**src/rtl/mem_lsu_pkg.sv**
```systemverilog
// Shared op codes, exception codes and bus size encodings
// for the MEM-stage load/store unit.
package mem_lsu_pkg;

  localparam logic [7:0] OP_LB  = 8'h90;
  localparam logic [7:0] OP_LBU = 8'h91;
  localparam logic [7:0] OP_LH  = 8'h92;
  localparam logic [7:0] OP_LHU = 8'h93;
  localparam logic [7:0] OP_LW  = 8'h94;
  localparam logic [7:0] OP_SB  = 8'h98;
  localparam logic [7:0] OP_SH  = 8'h99;
  localparam logic [7:0] OP_SW  = 8'h9A;

  localparam logic [4:0] EXC_NONE = 5'h10;
  localparam logic [4:0] EXC_ADEL = 5'h04;
  localparam logic [4:0] EXC_ADES = 5'h05;

  typedef enum logic [1:0] {
    SZ_BYTE = 2'd0,
    SZ_HALF = 2'd1,
    SZ_WORD = 2'd2
  } size_e;

  typedef struct packed {
    logic  mem;
    logic  ld;
    logic  st;
    size_e size;
  } op_info_t;

  function automatic op_info_t decode_op(
    input logic [7:0] op
  );
    op_info_t r;
    r = '{mem: 1'b0, ld: 1'b0, st: 1'b0,
          size: SZ_WORD};
    unique case (1'b1)
      (op == OP_LB), (op == OP_LBU):
        r = '{1'b1, 1'b1, 1'b0, SZ_BYTE};
      (op == OP_LH), (op == OP_LHU):
        r = '{1'b1, 1'b1, 1'b0, SZ_HALF};
      (op == OP_LW):
        r = '{1'b1, 1'b1, 1'b0, SZ_WORD};
      (op == OP_SB):
        r = '{1'b1, 1'b0, 1'b1, SZ_BYTE};
      (op == OP_SH):
        r = '{1'b1, 1'b0, 1'b1, SZ_HALF};
      (op == OP_SW):
        r = '{1'b1, 1'b0, 1'b1, SZ_WORD};
      default: ;
    endcase
    return r;
  endfunction

endpackage

```
**src/rtl/mem_lsu_if.sv**
```systemverilog
// Data-bus request/response bundle between the LSU
// and the memory side.
interface mem_lsu_if;
  import mem_lsu_pkg::*;

  logic        data_req;
  logic        data_wr;
  logic [1:0]  data_size;
  logic [31:0] data_addr;
  logic [31:0] data_wdata;
  logic [3:0]  data_wstrb;
  logic        data_addr_ok;
  logic        data_data_ok;
  logic [31:0] data_rdata;

  modport master (
    output data_req, data_wr, data_size,
    output data_addr, data_wdata, data_wstrb,
    input  data_addr_ok, data_data_ok,
    input  data_rdata
  );

  modport slave (
    input  data_req, data_wr, data_size,
    input  data_addr, data_wdata, data_wstrb,
    output data_addr_ok, data_data_ok,
    output data_rdata
  );

endinterface

```
**src/rtl/load_ext.sv**
```systemverilog
// Selects the addressed byte/half of a loaded word
// and sign- or zero-extends it.
module load_ext
  import mem_lsu_pkg::*;
(
  input  logic [7:0]  op_i,
  input  logic [1:0]  addr_i,
  input  logic [31:0] word_i,
  output logic [31:0] data_o
);

  logic [7:0]  byte_s;
  logic [15:0] half_s;

  assign byte_s = word_i[{addr_i, 3'b000} +: 8];
  assign half_s = word_i[{addr_i[1], 4'b0000} +: 16];

  always_comb begin
    data_o = word_i;
    unique case (1'b1)
      (op_i == OP_LB):
        data_o = {{24{byte_s[7]}}, byte_s};
      (op_i == OP_LBU):
        data_o = {24'b0, byte_s};
      (op_i == OP_LH):
        data_o = {{16{half_s[15]}}, half_s};
      (op_i == OP_LHU):
        data_o = {16'b0, half_s};
      default: ;
    endcase
  end

endmodule

```
**src/rtl/mem_lsu.sv**
```systemverilog
// MEM-stage load/store unit: one outstanding access
// on a split addr_ok/data_ok bus, with flush draining.
module mem_lsu
  import mem_lsu_pkg::*;
(
  input  logic        cpu_clk_50M,
  input  logic        cpu_rst_n,
  input  logic [7:0]  mem_aluop,
  input  logic [4:0]  mem_wa,
  input  logic        mem_wreg,
  input  logic [31:0] mem_wd,
  input  logic        mem_mreg,
  input  logic [31:0] mem_din,
  input  logic [4:0]  mem_exccode,
  input  logic        flush,
  input  logic        stall_wb,
  mem_lsu_if.master   bus,
  output logic [4:0]  wb_wa,
  output logic        wb_wreg,
  output logic [31:0] wb_wd,
  output logic [4:0]  mem_exccode_o,
  output logic        stall_req_mem
);

  typedef enum logic [2:0] {
    S_IDLE, S_REQ, S_WAIT, S_DONE, S_DRAIN
  } state_e;

  state_e      state_q, state_d;
  logic [31:0] rdata_q, rdata_d;

  op_info_t    info;
  logic        misal;
  logic        exc_in;
  logic        launch;
  logic [31:0] ld_data;

  assign info   = decode_op(mem_aluop);
  assign exc_in = (mem_exccode != EXC_NONE);
  assign misal  = info.mem &&
    ((info.size == SZ_HALF && mem_wd[0]) ||
     (info.size == SZ_WORD && mem_wd[1:0] != 2'b00));
  // launch is gated by reset so stall drops with it
  assign launch = (state_q == S_IDLE) && info.mem &&
    !misal && !exc_in && !flush && cpu_rst_n;

  load_ext u_ext (
    .op_i   (mem_aluop),
    .addr_i (mem_wd[1:0]),
    .word_i (rdata_q),
    .data_o (ld_data)
  );

  assign bus.data_req  = (state_q == S_REQ);
  assign bus.data_wr   = info.st;
  assign bus.data_size = info.size;
  assign bus.data_addr = mem_wd;

  always_comb begin
    bus.data_wstrb = 4'b0000;
    bus.data_wdata = mem_din;
    if (info.st) begin
      unique case (info.size)
        SZ_BYTE: begin
          bus.data_wstrb = 4'b0001 << mem_wd[1:0];
          bus.data_wdata = {4{mem_din[7:0]}};
        end
        SZ_HALF: begin
          bus.data_wstrb = 4'b0011 << mem_wd[1:0];
          bus.data_wdata = {2{mem_din[15:0]}};
        end
        default: bus.data_wstrb = 4'hF;
      endcase
    end
  end

  always_comb begin
    state_d       = state_q;
    rdata_d       = rdata_q;
    stall_req_mem = 1'b0;
    wb_wa         = mem_wa;
    wb_wreg       = mem_wreg;
    wb_wd         = mem_wd;
    mem_exccode_o = mem_exccode;
    if (misal) begin
      mem_exccode_o = info.ld ? EXC_ADEL : EXC_ADES;
    end
    unique case (state_q)
      S_IDLE: begin
        if (info.mem) wb_wreg = 1'b0;
        if (launch) begin
          state_d       = S_REQ;
          stall_req_mem = 1'b1;
        end
      end
      S_REQ: begin
        stall_req_mem = 1'b1;
        wb_wreg       = 1'b0;
        // an accepted request must still be drained
        if (bus.data_addr_ok) begin
          state_d = flush ? S_DRAIN : S_WAIT;
        end else if (flush) begin
          state_d = S_IDLE;
        end
      end
      S_WAIT: begin
        stall_req_mem = 1'b1;
        wb_wreg       = 1'b0;
        if (bus.data_data_ok) begin
          rdata_d = bus.data_rdata;
          state_d = flush ? S_IDLE : S_DONE;
        end else if (flush) begin
          state_d = S_DRAIN;
        end
      end
      S_DONE: begin
        if (info.ld) begin
          wb_wreg = mem_wreg && mem_mreg;
          wb_wd   = ld_data;
        end else begin
          wb_wreg = 1'b0;
        end
        if (!stall_wb) state_d = S_IDLE;
      end
      S_DRAIN: begin
        wb_wreg = 1'b0;
        if (bus.data_data_ok) state_d = S_IDLE;
      end
      default: state_d = S_IDLE;
    endcase
  end

  always_ff @(posedge cpu_clk_50M or negedge cpu_rst_n) begin
    if (!cpu_rst_n) begin
      state_q <= S_IDLE;
      rdata_q <= 32'b0;
    end else begin
      state_q <= state_d;
      rdata_q <= rdata_d;
    end
  end

endmodule

```
**src/flat_wrapper.sv**
```systemverilog
// flat-port wrapper written by rule: the top's interface ports become plain ports
module mem_lsu_flat import mem_lsu_pkg::*;
  (cpu_clk_50M, cpu_rst_n, mem_aluop, mem_wa, mem_wreg, mem_wd, mem_mreg, mem_din, mem_exccode, flush, stall_wb, wb_wa, wb_wreg, wb_wd, mem_exccode_o, stall_req_mem, bus_data_req, bus_data_wr, bus_data_size, bus_data_addr, bus_data_wdata, bus_data_wstrb, bus_data_addr_ok, bus_data_data_ok, bus_data_rdata);
  mem_lsu_if bus_i ();
  input  logic cpu_clk_50M;
  input  logic cpu_rst_n;
  input  logic [7:0] mem_aluop;
  input  logic [4:0] mem_wa;
  input  logic mem_wreg;
  input  logic [31:0] mem_wd;
  input  logic mem_mreg;
  input  logic [31:0] mem_din;
  input  logic [4:0] mem_exccode;
  input  logic flush;
  input  logic stall_wb;
  output logic [4:0] wb_wa;
  output logic wb_wreg;
  output logic [31:0] wb_wd;
  output logic [4:0] mem_exccode_o;
  output logic stall_req_mem;
  output wire logic [$bits(bus_i.data_req)-1:0] bus_data_req;
  output wire logic [$bits(bus_i.data_wr)-1:0] bus_data_wr;
  output wire logic [$bits(bus_i.data_size)-1:0] bus_data_size;
  output wire logic [$bits(bus_i.data_addr)-1:0] bus_data_addr;
  output wire logic [$bits(bus_i.data_wdata)-1:0] bus_data_wdata;
  output wire logic [$bits(bus_i.data_wstrb)-1:0] bus_data_wstrb;
  input wire logic [$bits(bus_i.data_addr_ok)-1:0] bus_data_addr_ok;
  input wire logic [$bits(bus_i.data_data_ok)-1:0] bus_data_data_ok;
  input wire logic [$bits(bus_i.data_rdata)-1:0] bus_data_rdata;
  assign bus_data_req = bus_i.data_req;
  assign bus_data_wr = bus_i.data_wr;
  assign bus_data_size = bus_i.data_size;
  assign bus_data_addr = bus_i.data_addr;
  assign bus_data_wdata = bus_i.data_wdata;
  assign bus_data_wstrb = bus_i.data_wstrb;
  assign bus_i.data_addr_ok = bus_data_addr_ok;
  assign bus_i.data_data_ok = bus_data_data_ok;
  assign bus_i.data_rdata = bus_data_rdata;
  mem_lsu u_core (.cpu_clk_50M(cpu_clk_50M), .cpu_rst_n(cpu_rst_n), .mem_aluop(mem_aluop), .mem_wa(mem_wa), .mem_wreg(mem_wreg), .mem_wd(mem_wd), .mem_mreg(mem_mreg), .mem_din(mem_din), .mem_exccode(mem_exccode), .flush(flush), .stall_wb(stall_wb), .bus(bus_i), .wb_wa(wb_wa), .wb_wreg(wb_wreg), .wb_wd(wb_wd), .mem_exccode_o(mem_exccode_o), .stall_req_mem(stall_req_mem));
endmodule
```
**config.mk**
```make
export PLATFORM = sky130hd
export DESIGN_NAME = mem_lsu_flat
export DESIGN_NICKNAME = d
export VERILOG_FILES = /design/src/rtl/mem_lsu_pkg.sv /design/src/rtl/mem_lsu_if.sv /design/src/rtl/load_ext.sv /design/src/rtl/mem_lsu.sv /design/src/flat_wrapper.sv
export SDC_FILE = /design/constraint.sdc
export NUM_CORES = 1
export LEC_CHECK = 0
export ABC_AREA = 1
export CAP_MARGIN = 10
export CORE_MARGIN = 5
export CORE_UTILIZATION = 39
export CTS_BUF_LIST = sky130_fd_sc_hd__clkbuf_8
export CTS_CLUSTER_SIZE = 12
export DETAILED_ROUTE_END_ITERATION = 12
export MAX_ROUTING_LAYER = met4
export PLACE_DENSITY = 0.89
export SLEW_MARGIN = 20
export SYNTH_ARGS = -nofsm -noshare
export SYNTH_HDL_FRONTEND = slang
export SYNTH_SLANG_ARGS = --single-unit
```
**constraint.sdc**
```tcl
create_clock -name cpu_clk_50M -period 4.7 [get_ports cpu_clk_50M]
set_clock_uncertainty 0.15 [all_clocks]
set_input_delay 0.705 -clock cpu_clk_50M [delete_from_list [all_inputs] [get_ports cpu_clk_50M]]
set_output_delay 0.705 -clock cpu_clk_50M [all_outputs]
set_load 0.01 [all_outputs]
```
==> flow_summary.toml <==
[power_and_ir_drop]
p_per_area_nw_per_um2 = 278
net-switching-power_mw = 0.569
share_seq_of_total_power = 0.385
power.ir.vdd_worst_v = 0.000216
cell_internal_pwr_mw = 0.942
share_clk_of_total_power = 0.139
static-leakage-power_nw = 2.44
combinationalPowerShare = 0.476
p_sw_frac = 0.377

[sta]
hold_violations = 0
final_max_slew_viol_count = 0
fin_setup_tns_ps = 0
fmax_ghz = 0.238
slew-limit-headroom = 0.460
number_of_failing_setup_endpoints_in_the_final_timing_report = 0
final_period_minus_worst_setup_slack_ps = 4210
rsz_0062_raised_after_global_routing = "no"
worst-slew-pin-transition_ps = 809
post-route-period-util = 0.896

[logic_synthesis]
netlist_top_cells_area = "sky130_fd_sc_hd__dfrtp_1, sky130_fd_sc_hd__buf_4, sky130_fd_sc_hd__nand2_1, sky130_fd_sc_hd__mux2_2, sky130_fd_sc_hd__nor2_1"
asyncSetResetFlopFracSynth = 1.00
post_synth_inst_count = 485
synth_ff_type = "sky130_fd_sc_hd__dfrtp_1"
yosys.cell_types.count = 36
mappedNetlistArea_um2 = 3340
synthDominantAreaCellType = "sky130_fd_sc_hd__dfrtp_1"
yosys_warnings = 0
area_fraction_of_the_dominant_cell_type_after_synthesis = 0.263
postSynthAreaPerCell_um2 = 6.88
yosys_register_bits = 35
synth_enable_flop_cells = 0
synth-seq-area-share = 0.263
mappedNetlistNets = 607

[cells_and_area]
drive_gt1_frac = 0.0938
layout-area-overhead-vs-synth_pct = 62.9
final_cell_count_no_fill = 766
fin_nets = 782
n_antenna_cell = 0
layout.filler_cells = 746

[clocking]
cts.repair.resized = 0
postCtsSetupRepairBufs = 0
clock_tree_from_tritoncts = "built"
clkTransAtPathRegs_ps = 70
cts_htree_levels = 2
cts_made_buffers = 5
ctsHoldBuffers = 0
clock_tree.buffer_depth = 2
clkSinkCount = 35
insertion_delay_to_the_later_sink_of_the_worst_skew_pair_ps = 290
root_buffer = "sky130_fd_sc_hd__clkbuf_8"

[drt]
vias = 4052
viasPerCell = 5.29
detailedRoute.firstPassIterationCount = 5
drt_first_iter_violations = 277
drc_violation_count_after_routing = 0
finalWirelength_um = 13500
detail-route-antenna-nets = 0
avgRoutedWirePerCell_um = 17.6

[global_routing]
grt_pass1_wl_um = 20400
grt_use_total = 0.255
antenna_found_initial = 0
via_count_of_the_first_global_routing_pass = 3975
grt.overflow.total = 0
grt_max_degree = 41

[placed_design]
place_inst = 758
dpl.hpwl_um = 11100
place.gp.congestion = 0.894
port_buffers = 227

[worst_setup_path]
critical-path-max-stage-delay_ps = 690
total_buffers_and_inverters_traversed_by_the_critical_path = 4
path_delay_family = "buffers and inverters"
crit_path_cell_trace = "clkdlybuf4s50_1 > inv_1 > o21ai_0 > nand4_1 > nor2_1 > inv_1 > a31oi_1 > clkdlybuf4s50_1"
critical_path_peak_fanout = 23
slowest_stage = "sky130_fd_sc_hd__clkdlybuf4s50_1"
worstSetupEndpointType = "primary output"
worst-endpoint-required_ps = 3850
data_arrival_time_at_the_worst_slack_endpoint_ps = 3350
cp-start-kind = "input port"
criticalPathCategory = "in2out"

[floorplanning]
pin_count = 238
std_cell_rows = 33
die_area_um2 = 10500
core-area_um2 = 8260
die_x_um = 102
initial_utilization = 0.404
die_height_um = 102

[status]
run_status = "completed"

[job]
cap_violations = 0

[hold_path]
holdCritPathClass = "reg2reg"
## power by group through the flow
stage	Sequential, mW	Combinational (mW)	Clock, mW
floorplan	0.531	0.437	0
detailed placement	0.581	0.721	0
global placement	0.578	0.698	0
finish	0.582	0.720	0.210
global route	0.597	0.794	0.228
CTS	0.576	0.724	0.216
## flip-flops by register name, indices dropped and copies added (netlist names)
signal and flops:
u_core.state_q 3, u_core.rdata_q 32
## synth_stat cells, drive strengths merged (7+ instances only)
cell type and instances:
nand2 79, nor2 69, inv 59, buf 55, a21oi 44, o21ai 39
dfrtp 35, mux2 25, a31oi 19, clkbuf 10, nand3 10, o22ai 9
nor3 7
## cell families after synthesis
| logic type | share of synthesized area |
|---|---|
| AO/OA/AOI/OAI | 0.238 |
| buffers and inverters | 0.195 |
| flip-flops | 0.263 |
| multiplexers | 0.0874 |
| AND/OR/NAND/NOR | 0.217 |
## worst paths after layout
path	startpoint	end	slack, ps	cells past startpoint
worst max register to register	u_core.state_q[0]$_DFFE_PN0P_	u_core.state_q[1]$_DFFE_PN0P_	2780	10
worst max-delay path	mem_wd[0]	wb_wd[17]	490	8
max in group asynchronous	cpu_rst_n	u_core.rdata_q[1]$_DFFE_PN0P_	3670	2
worst min register to register	u_core.rdata_q[5]$_DFFE_PN0P_	u_core.rdata_q[5]$_DFFE_PN0P_	360	1
min in group asynchronous	cpu_rst_n	u_core.rdata_q[31]$_DFFE_PN0P_	400	2
worst min-delay path	u_core.rdata_q[5]$_DFFE_PN0P_	u_core.rdata_q[5]$_DFFE_PN0P_	360	1
## area by class of cell
type / instances / area, um2 / share of cell area
timing repair buffer: 233 / 2310 / 0.425
multi-input combinational: 325 / 1810 / 0.333
sequential: 35 / 876 / 0.161
inverter: 60 / 225 / 0.0414
tap: 105 / 131 / 0.0242
clock buffer: 5 / 68.8 / 0.0127
clock inverter: 3 / 12.5 / 0.00230
## routing by layer
layer	up-vias	share of wire	global-route usage
met2	221	0.49	0.433
met3	25	0.095	0.0532
li1	1942	-	-
met4	0	0.022	0.0605
met1	1864	0.39	0.309
met5	-	0	-
## layout by cell type, fill, tap and decap left out, types with 4 or more instances in the layout
cell                              count
sky130_fd_sc_hd__a31oi_1             19
sky130_fd_sc_hd__dfrtp_1             35
sky130_fd_sc_hd__clkdlybuf4s50_1    226
sky130_fd_sc_hd__a221oi_1             5
sky130_fd_sc_hd__nand2_2              7
sky130_fd_sc_hd__buf_4                6
sky130_fd_sc_hd__o22ai_1              9
sky130_fd_sc_hd__nand3_1              7
sky130_fd_sc_hd__o211ai_1             4
sky130_fd_sc_hd__a21oi_1             44
sky130_fd_sc_hd__a211oi_1             5
sky130_fd_sc_hd__clkbuf_8             5
sky130_fd_sc_hd__nor3_1               7
sky130_fd_sc_hd__nand2_1             70
sky130_fd_sc_hd__nor2_1              66
sky130_fd_sc_hd__o21ai_0             30
sky130_fd_sc_hd__inv_2                8
sky130_fd_sc_hd__o21ai_1              8
sky130_fd_sc_hd__inv_1               53
sky130_fd_sc_hd__mux2_2              23
## stage by stage
step / area, um2 / total power, mW / setup slack, ps / util / hold WS, ps
3_3_place_gp: 5350 / 1.28 / 602 / 0.648 / 340
2_1_floorplan: 3340 / 0.968 / 1970 / - / 259
3_5_place_dp: 5350 / 1.30 / 503 / 0.648 / 346
6_report: 5440 / 1.51 / 491 / 0.658 / 358
4_1_cts: 5440 / 1.52 / 501 / 0.658 / 361
5_1_grt: 5440 / 1.62 / 250 / 0.658 / 374
No activity file was read; power rests on OpenSTA's default activity.
